<file path="config.mk">
export PLATFORM = sky130hd
export DESIGN_NAME = mppt_sample_avg
export DESIGN_NICKNAME = d
export VERILOG_FILES = /design/src/rtl/mppt_pkg.sv /design/src/rtl/mppt_avg_acc.sv /design/src/rtl/mppt_sample_avg.sv
export SDC_FILE = /design/constraint.sdc
export NUM_CORES = 1
export LEC_CHECK = 0
export CELL_PAD_IN_SITES_DETAIL_PLACEMENT = 0
export CELL_PAD_IN_SITES_GLOBAL_PLACEMENT = 1
export CORE_MARGIN = 5
export CORE_UTILIZATION = 40
export CTS_BUF_LIST = sky130_fd_sc_hd__clkbuf_8
export CTS_CLUSTER_DIAMETER = 50
export DETAILED_ROUTE_END_ITERATION = 10
export PLACE_DENSITY_LB_ADDON = 0.08
export SYNTH_ARGS = -nofsm -noshare
export SYNTH_HDL_FRONTEND = slang
export SYNTH_SLANG_ARGS = --single-unit
</file>
<file path="constraint.sdc">
create_clock -name clk -period 2.5 [get_ports clk]
set_input_delay 0.75 -clock clk [delete_from_list [all_inputs] [get_ports clk]]
set_output_delay 0.75 -clock clk [all_outputs]
set_load 0.02 [all_outputs]
</file>
<file path="src/rtl/mppt_pkg.sv">
// Shared definitions for the MPPT datapath: FSM state encoding and the
// default sample width / averaging depth used by the averager and the tracker.
package mppt_pkg;

  typedef enum logic [1:0] {
    IDLE = 2'd0,
    ACC  = 2'd1,
    DONE = 2'd2
  } state_t;

  localparam int MPPT_W        = 6;
  localparam int MPPT_AVG_LOG2 = 2;

endpackage

</file>
<file path="src/rtl/mppt_avg_acc.sv">
// Single-channel sample accumulator; the average is the running sum shifted
// right by AVG_LOG2 (truncating). Sized so 2^AVG_LOG2 full-scale samples fit.
module mppt_avg_acc
  import mppt_pkg::*;
#(
  parameter int W        = MPPT_W,
  parameter int AVG_LOG2 = MPPT_AVG_LOG2
) (
  input  logic         clk,
  input  logic         rst,
  input  logic         clr,
  input  logic         add,
  input  logic [W-1:0] smp,
  output logic [W-1:0] avg
);

  localparam int AW = W + AVG_LOG2;

  logic [AW-1:0] acc;

  // Running sum; cleared at the start of each run, grows by one sample per add.
  always_ff @(posedge clk) begin
    if (rst) begin
      acc <= '0;
    end else if (clr) begin
      acc <= '0;
    end else if (add) begin
      acc <= acc + AW'(smp);
    end else begin
      acc <= acc;
    end
  end

  assign avg = W'(acc >> AVG_LOG2);

endmodule

</file>
<file path="src/rtl/mppt_sample_avg.sv">
// V/I sample averager feeding the MPPT tracker: averages 2^AVG_LOG2 qualified
// samples per channel. Define MPPT_SAMPLE_POWER_EN to add the registered P = V*I output.
module mppt_sample_avg
  import mppt_pkg::*;
#(
  parameter int W        = MPPT_W,
  parameter int AVG_LOG2 = MPPT_AVG_LOG2,
  parameter int CNT_W    = 3
) (
  input  logic           clk,
  input  logic           rst,
  input  logic           start,
  input  logic           cont,
  input  logic           smp_en,
  input  logic [W-1:0]   v_i,
  input  logic [W-1:0]   i_i,
  output logic [W-1:0]   V,
  output logic [W-1:0]   I,
`ifdef MPPT_SAMPLE_POWER_EN
  output logic [2*W-1:0] P,
`endif
  output logic           valid,
  output logic           busy
);

  localparam logic [CNT_W-1:0] LAST = CNT_W'((1 << AVG_LOG2) - 1);

  state_t           state;
  state_t           state_nxt;
  logic [CNT_W-1:0] count;
  logic             clr;
  logic             add;
  logic [W-1:0]     avg_v;
  logic [W-1:0]     avg_i;

  mppt_avg_acc #(.W(W), .AVG_LOG2(AVG_LOG2)) u_acc_v (
    .clk (clk),
    .rst (rst),
    .clr (clr),
    .add (add),
    .smp (v_i),
    .avg (avg_v)
  );

  mppt_avg_acc #(.W(W), .AVG_LOG2(AVG_LOG2)) u_acc_i (
    .clk (clk),
    .rst (rst),
    .clr (clr),
    .add (add),
    .smp (i_i),
    .avg (avg_i)
  );

  // State register.
  always_ff @(posedge clk) begin
    if (rst) begin
      state <= IDLE;
    end else begin
      state <= state_nxt;
    end
  end

  // Next state and accumulator control; samples arriving in DONE are dropped.
  always_comb begin
    state_nxt = state;
    clr       = 1'b0;
    add       = 1'b0;
    case (state)
      IDLE: begin
        if (start) begin
          state_nxt = ACC;
          clr       = 1'b1;
        end else begin
          state_nxt = IDLE;
        end
      end
      ACC: begin
        if (smp_en) begin
          add = 1'b1;
          if (count == LAST) begin
            state_nxt = DONE;
          end else begin
            state_nxt = ACC;
          end
        end else begin
          state_nxt = ACC;
        end
      end
      DONE: begin
        clr = 1'b1;
        if (cont) begin
          state_nxt = ACC;
        end else begin
          state_nxt = IDLE;
        end
      end
      default: begin
        state_nxt = IDLE;
      end
    endcase
  end

  // Accepted-sample counter for the current run.
  always_ff @(posedge clk) begin
    if (rst) begin
      count <= '0;
    end else if (clr) begin
      count <= '0;
    end else if (add) begin
      count <= count + {{(CNT_W-1){1'b0}}, 1'b1};
    end else begin
      count <= count;
    end
  end

  // Registered results: captured from the completed sums while in DONE.
  always_ff @(posedge clk) begin
    if (rst) begin
      V     <= '0;
      I     <= '0;
      valid <= 1'b0;
      busy  <= 1'b0;
`ifdef MPPT_SAMPLE_POWER_EN
      P     <= '0;
`endif
    end else begin
      valid <= (state == DONE);
      busy  <= (state_nxt != IDLE);
      if (state == DONE) begin
        V <= avg_v;
        I <= avg_i;
`ifdef MPPT_SAMPLE_POWER_EN
        P <= (2*W)'(avg_v) * (2*W)'(avg_i);
`endif
      end else begin
        V <= V;
        I <= I;
`ifdef MPPT_SAMPLE_POWER_EN
        P <= P;
`endif
      end
    end
  end

endmodule

</file>
Yosys cells after proc, flatten, opt, wreduce, memory -nomap -nowiden
Index checks and enable logic that the tools add are counted.
- add/subtract/negate cells: 3
- equality and inequality tests: 3
- muxes and demuxes: 9
- reductions and logical operators: 3
- operators by type and width (operator ; count):
    8-bit by 6-bit adder with 8-bit output ; 2
    2-bit case mux with 3 select lines ; 1
    1-bit two-way mux ; 5
    2-bit two-way mux ; 2
    3-bit by 1-bit adder with 3-bit output, second input constant ; 1
    3-bit by 2-bit == test with 1-bit output, second input constant ; 1
    2-bit by 1-bit == test with 1-bit output, second input constant ; 1
    2-bit == test, second input constant ; 1
    2-bit zero test ; 1
    1-bit case mux with 2 select lines ; 1
    2-bit nonzero test ; 1
    2-bit OR reduction ; 1
- register bits after elaboration: 35
- input port bits: 17
- output and inout port bits: 14
- logic and storage cells: 26

Longest topological paths before layout
- depth in word-level cells: 5
- depth in mapped cells: 8
- depth with buffers taken out: 8

By module
A second synthesis with hierarchy kept.
- cells, all modules: 228
- area, all modules: 1979.4 sq um
- by module, submodules not included (module ; instances ; cells an instance ; area an instance (sq um) ; sequential area each (sq um)):
    mppt_sample_avg ; 1 ; 83 ; 719.4 ; 380.4
    mppt_avg_acc at u_acc_v ; 1 ; 74 ; 630.6 ; 160.2
    mppt_avg_acc at u_acc_i ; 1 ; 71 ; 629.4 ; 160.2

Worst setup path before layout
No wires, ideal clock.
- path kind: input -> register
- start: input port i_i[0]
- end: register u_acc_i.acc[6]
- arrival time: 1.911 ns
- required time: 2.386 ns
- slack: 0.474 ns
- cell stages on the path: 8
- cell sequence: ha_1 inv_1 fa_1 nand2b_1 a21oi_1 o31ai_1 xor2_1 nor2_1
- cells in the longest elaborated chain, start to end: 1
- ends and longest elaborated chain (element ; RTL line ; RTL):
    from (decl) ; mppt_sample_avg.sv:16 ; input logic [W-1:0] i_i,
    8-bit by 6-bit adder with 8-bit output ; mppt_avg_acc.sv:28 ; acc <= acc + AW'(smp);
    to (signal assigned) ; mppt_avg_acc.sv:28 ;
    to (decl) ; mppt_avg_acc.sv:19 ; logic [AW-1:0] acc;
Every way passes these cells.
A chain may end at the register's enable or synchronous reset.

Worst setup path in the final report
- start: input port v_i[0]
- end: register u_acc_v.acc[6]
- cells in the longest elaborated chain, start to end: 1
- ends and longest elaborated chain (element ; RTL line ; RTL):
    from (decl) ; mppt_sample_avg.sv:15 ; input logic [W-1:0] v_i,
    8-bit by 6-bit adder with 8-bit output ; mppt_avg_acc.sv:28 ;
    to (signal assigned) ; mppt_avg_acc.sv:28 ;
    to (decl) ; mppt_avg_acc.sv:19 ;
Every way passes these cells.

==> metrics <==
status=finished, final reports clean; minimum clock period=2.345 ns; largest net degree at the start of global routing=18; peak supply drop=0.1970 mV; CP Cell Sequence=clkdlybuf4s50_1 > ha_1 > inv_1 > fa_1 > nand2b_1 > a21oi_1 > o31ai_1 > xor2_1 > nor2_1; Ys Warns=0; Distinct cells, synth=33; I/O pin cnt=31; Critical Path Slowest Stage Cell=clkdlybuf4s50_1; global-route wire length before repair=6.699 mm; setup TNS=0 ns; PnR worst setup slack=0.1552 ns; # port buffers=30; routed via count=1,532; CTS HTree Levels=2; syn_nets=249; Die Y=76.72 um; Final #Nets=286; Leak=0.8408 nW; final hold viol count=0; Multi-input gate area=0.001001 mm2; Mapped Area=0.001780 mm2; critical path required time=2.68 ns; Post-Syn Area per Cell=8.243 um2; Post-Synthesis Cells=216; Worst Tran Pin Value=0.7513 ns; WL final=3.955 mm; post_cts resized=0; max frequency=426.5 MHz; Post-CTS Setup Inserts=0; Sequential Area=700.7 um2; Initial DRT Pass Iterations=4; Worst-path clk slew=0.07 ns; WP data arrival=2.52 ns; fin. max-slew vios=0; initial DRC count=65; Clock Sink Count=35; Worst Path Buf+Inv=2; vias per cell=5.007; Hold/Removal Path Class=reg -> reg; Core Box Area=0.004324 mm2; RSZ-0062 raised after global routing=false; CTS tree=built; die extent in x=76.72 um; power per cell area=500.2 mW/mm2; Worst path top cell family by delay=adder cells; fin crit share=93.79%; total grt overflow=0; final setup fails=0; Worst setup SP type=primary input; num rows=24; later-pin clock latency in the skew report=0.29 ns; ANT nets after route=0; Max Buffers Root-to-Sink=2; sequential share of the synthesized area=39.35%; die area=0.005885 mm2; Post-synth EDFFs=0; CTS Hold Buffers Added=0; crit path max fanout=3; layout overhead on the synthesized area=25.65%; Setup CP Type=in -> reg; Worst Setup End Kind=flop; Root Driver=clkbuf_8; Max-Slew Margin vs Limit=49.81%; DRC=0; All-Layer GR Usage=13.87%; Finished Layout Cells=306; post-placement cell count=298; fillcell total=432; Initial Utilization=41.17%; Routed WL per cell=12.92 um; Max-cap violations=0; #FFs+latches synth=35; gpl congestion=0.8306; vias in the first global route=1,479; share of cells above drive strength 1=8.268%; ys flop type=dfxtp_1; Post-Place Setup Slack=-0.1122 ns; Antenna diodes=0; Final Skew=0.003766 ns; dpl hpwl=3.070 mm; Async SR Flop Fraction=0%; CTS Buf Count=5; antenna violations before repair=0; Worst path max stage delay=0.47 ns
-- synthesized netlist by cell type (2+ instances only) --
library cell | number | share of area [%]
dfxtp_1 | 35 | 39
a21o_1 | 2 | 0.84
nand4_1 | 2 | 0.70
xor2_1 | 6 | 3.0
nand2b_1 | 3 | 1.1
a21oi_2 | 2 | 0.98
ha_1 | 14 | 9.8
inv_1 | 7 | 1.5
or3_1 | 2 | 0.70
buf_6 | 2 | 1.3
nand2_1 | 38 | 8.0
fa_1 | 2 | 2.2
o211ai_1 | 2 | 0.84
nand3_1 | 2 | 0.56
a211oi_1 | 4 | 1.7
nor3_1 | 3 | 0.84
xnor2_1 | 3 | 1.5
buf_2 | 3 | 0.84
o21bai_1 | 3 | 1.3
clkbuf_1 | 2 | 0.42
o21ai_0 | 12 | 3.4
a21oi_1 | 29 | 8.2
nor2_1 | 27 | 5.7
o31ai_1 | 2 | 0.84
-- through the flow --
stage	power [mW]	area, um2	util [%]	hold slack [ns]
6_report	1.119	2237	51.74	0.4575
5_1_grt	1.178	2237	51.74	0.4785
4_1_cts	1.139	2237	51.74	0.4619
3_5_place_dp	0.7379	2153	49.80	0.4515
3_3_place_gp	0.7341	2153	49.80	0.4444
2_1_floorplan	0.6826	1780	-	0.4374
-- cells in the final DEF (no fill, tap or decap), types with 2 or more instances in the layout --
master and n:
nand2_1 38, dfxtp_1 35, clkdlybuf4s50_1 30, a21oi_1 29, nor2_1 27, ha_1 14
o21ai_0 12, buf_4 8, inv_1 7, xor2_1 6, clkbuf_8 5, a211oi_1 4
nand2b_1 3, o21bai_1 3, nor3_1 3, xnor2_1 3, clkinv_2 3, a21oi_2 2
o211ai_1 2, or3_1 2, nand4_1 2, o31ai_1 2, nand3_1 2, a21o_1 2
fa_1 2
-- worst min-delay path: cells and delay by family, from the launching register on --
kind	cells	cell delay, ns
AOI/OAI and AO/OA	1	0.05
and+or+nand+nor	1	0.05
DFF	1	0.31
-- path summary, 6_finish.rpt --
path / slack, ns / startpoint / cells after the start / end
max: 0.16 / v_i[0] / 9 / u_acc_v.acc[6]
min: 0.46 / V[0] / 2 / V[0]
max reg2reg: 0.76 / u_acc_v.acc[0] / 8 / u_acc_v.acc[6]
min reg2reg: 0.46 / V[0] / 2 / V[0]
-- metal layers --
layer  up-vias  part of all wire [%]  global-route usage [%]  routed length (um)
li1        814                     -                       -                   -
met1       684                    46                   16.87                1834
met2        27                    46                   22.92                1834
met3         7                   5.6                   4.098                 223
met4         0                   1.6                   5.245                  63
met5         -                     0                       0                   0
-- report_power, final --
group,total (mW),internal (mW),switching [mW]
logic,0.146,0.0726,0.0734
registers,0.578,0.568,0.00967
clock network,0.395,0.190,0.205
total,1.12,0.831,0.288
-- registers in the layout, summed over array words and instances (netlist names) --
name,flops
I,6
count,3
u_acc_i.acc,8
state,2
valid,1
V,6
u_acc_v.acc,8
busy,1
-- cell families after synthesis --
group                      count (synthesis)  share of synthesized area, %
AOI/OAI and AO/OA                         58                         19.18
xor gates and xnor gates                   9                         4.428
adders and majority gates                 16                         12.09
buffers and inverters                     15                         4.428
DFF                                       35                         39.35
and+or+nand+nor                           83                         20.52
-- layout make-up --
type	count	share of cell area, %
multi-input combinational	166	44.74
sequential	35	31.32
timing repair buffer	38	16.11
clock buffer	5	3.076
tap	52	2.908
inverter	7	1.174
clock inverter	3	0.6711
(Power assumes the default switching activity.)
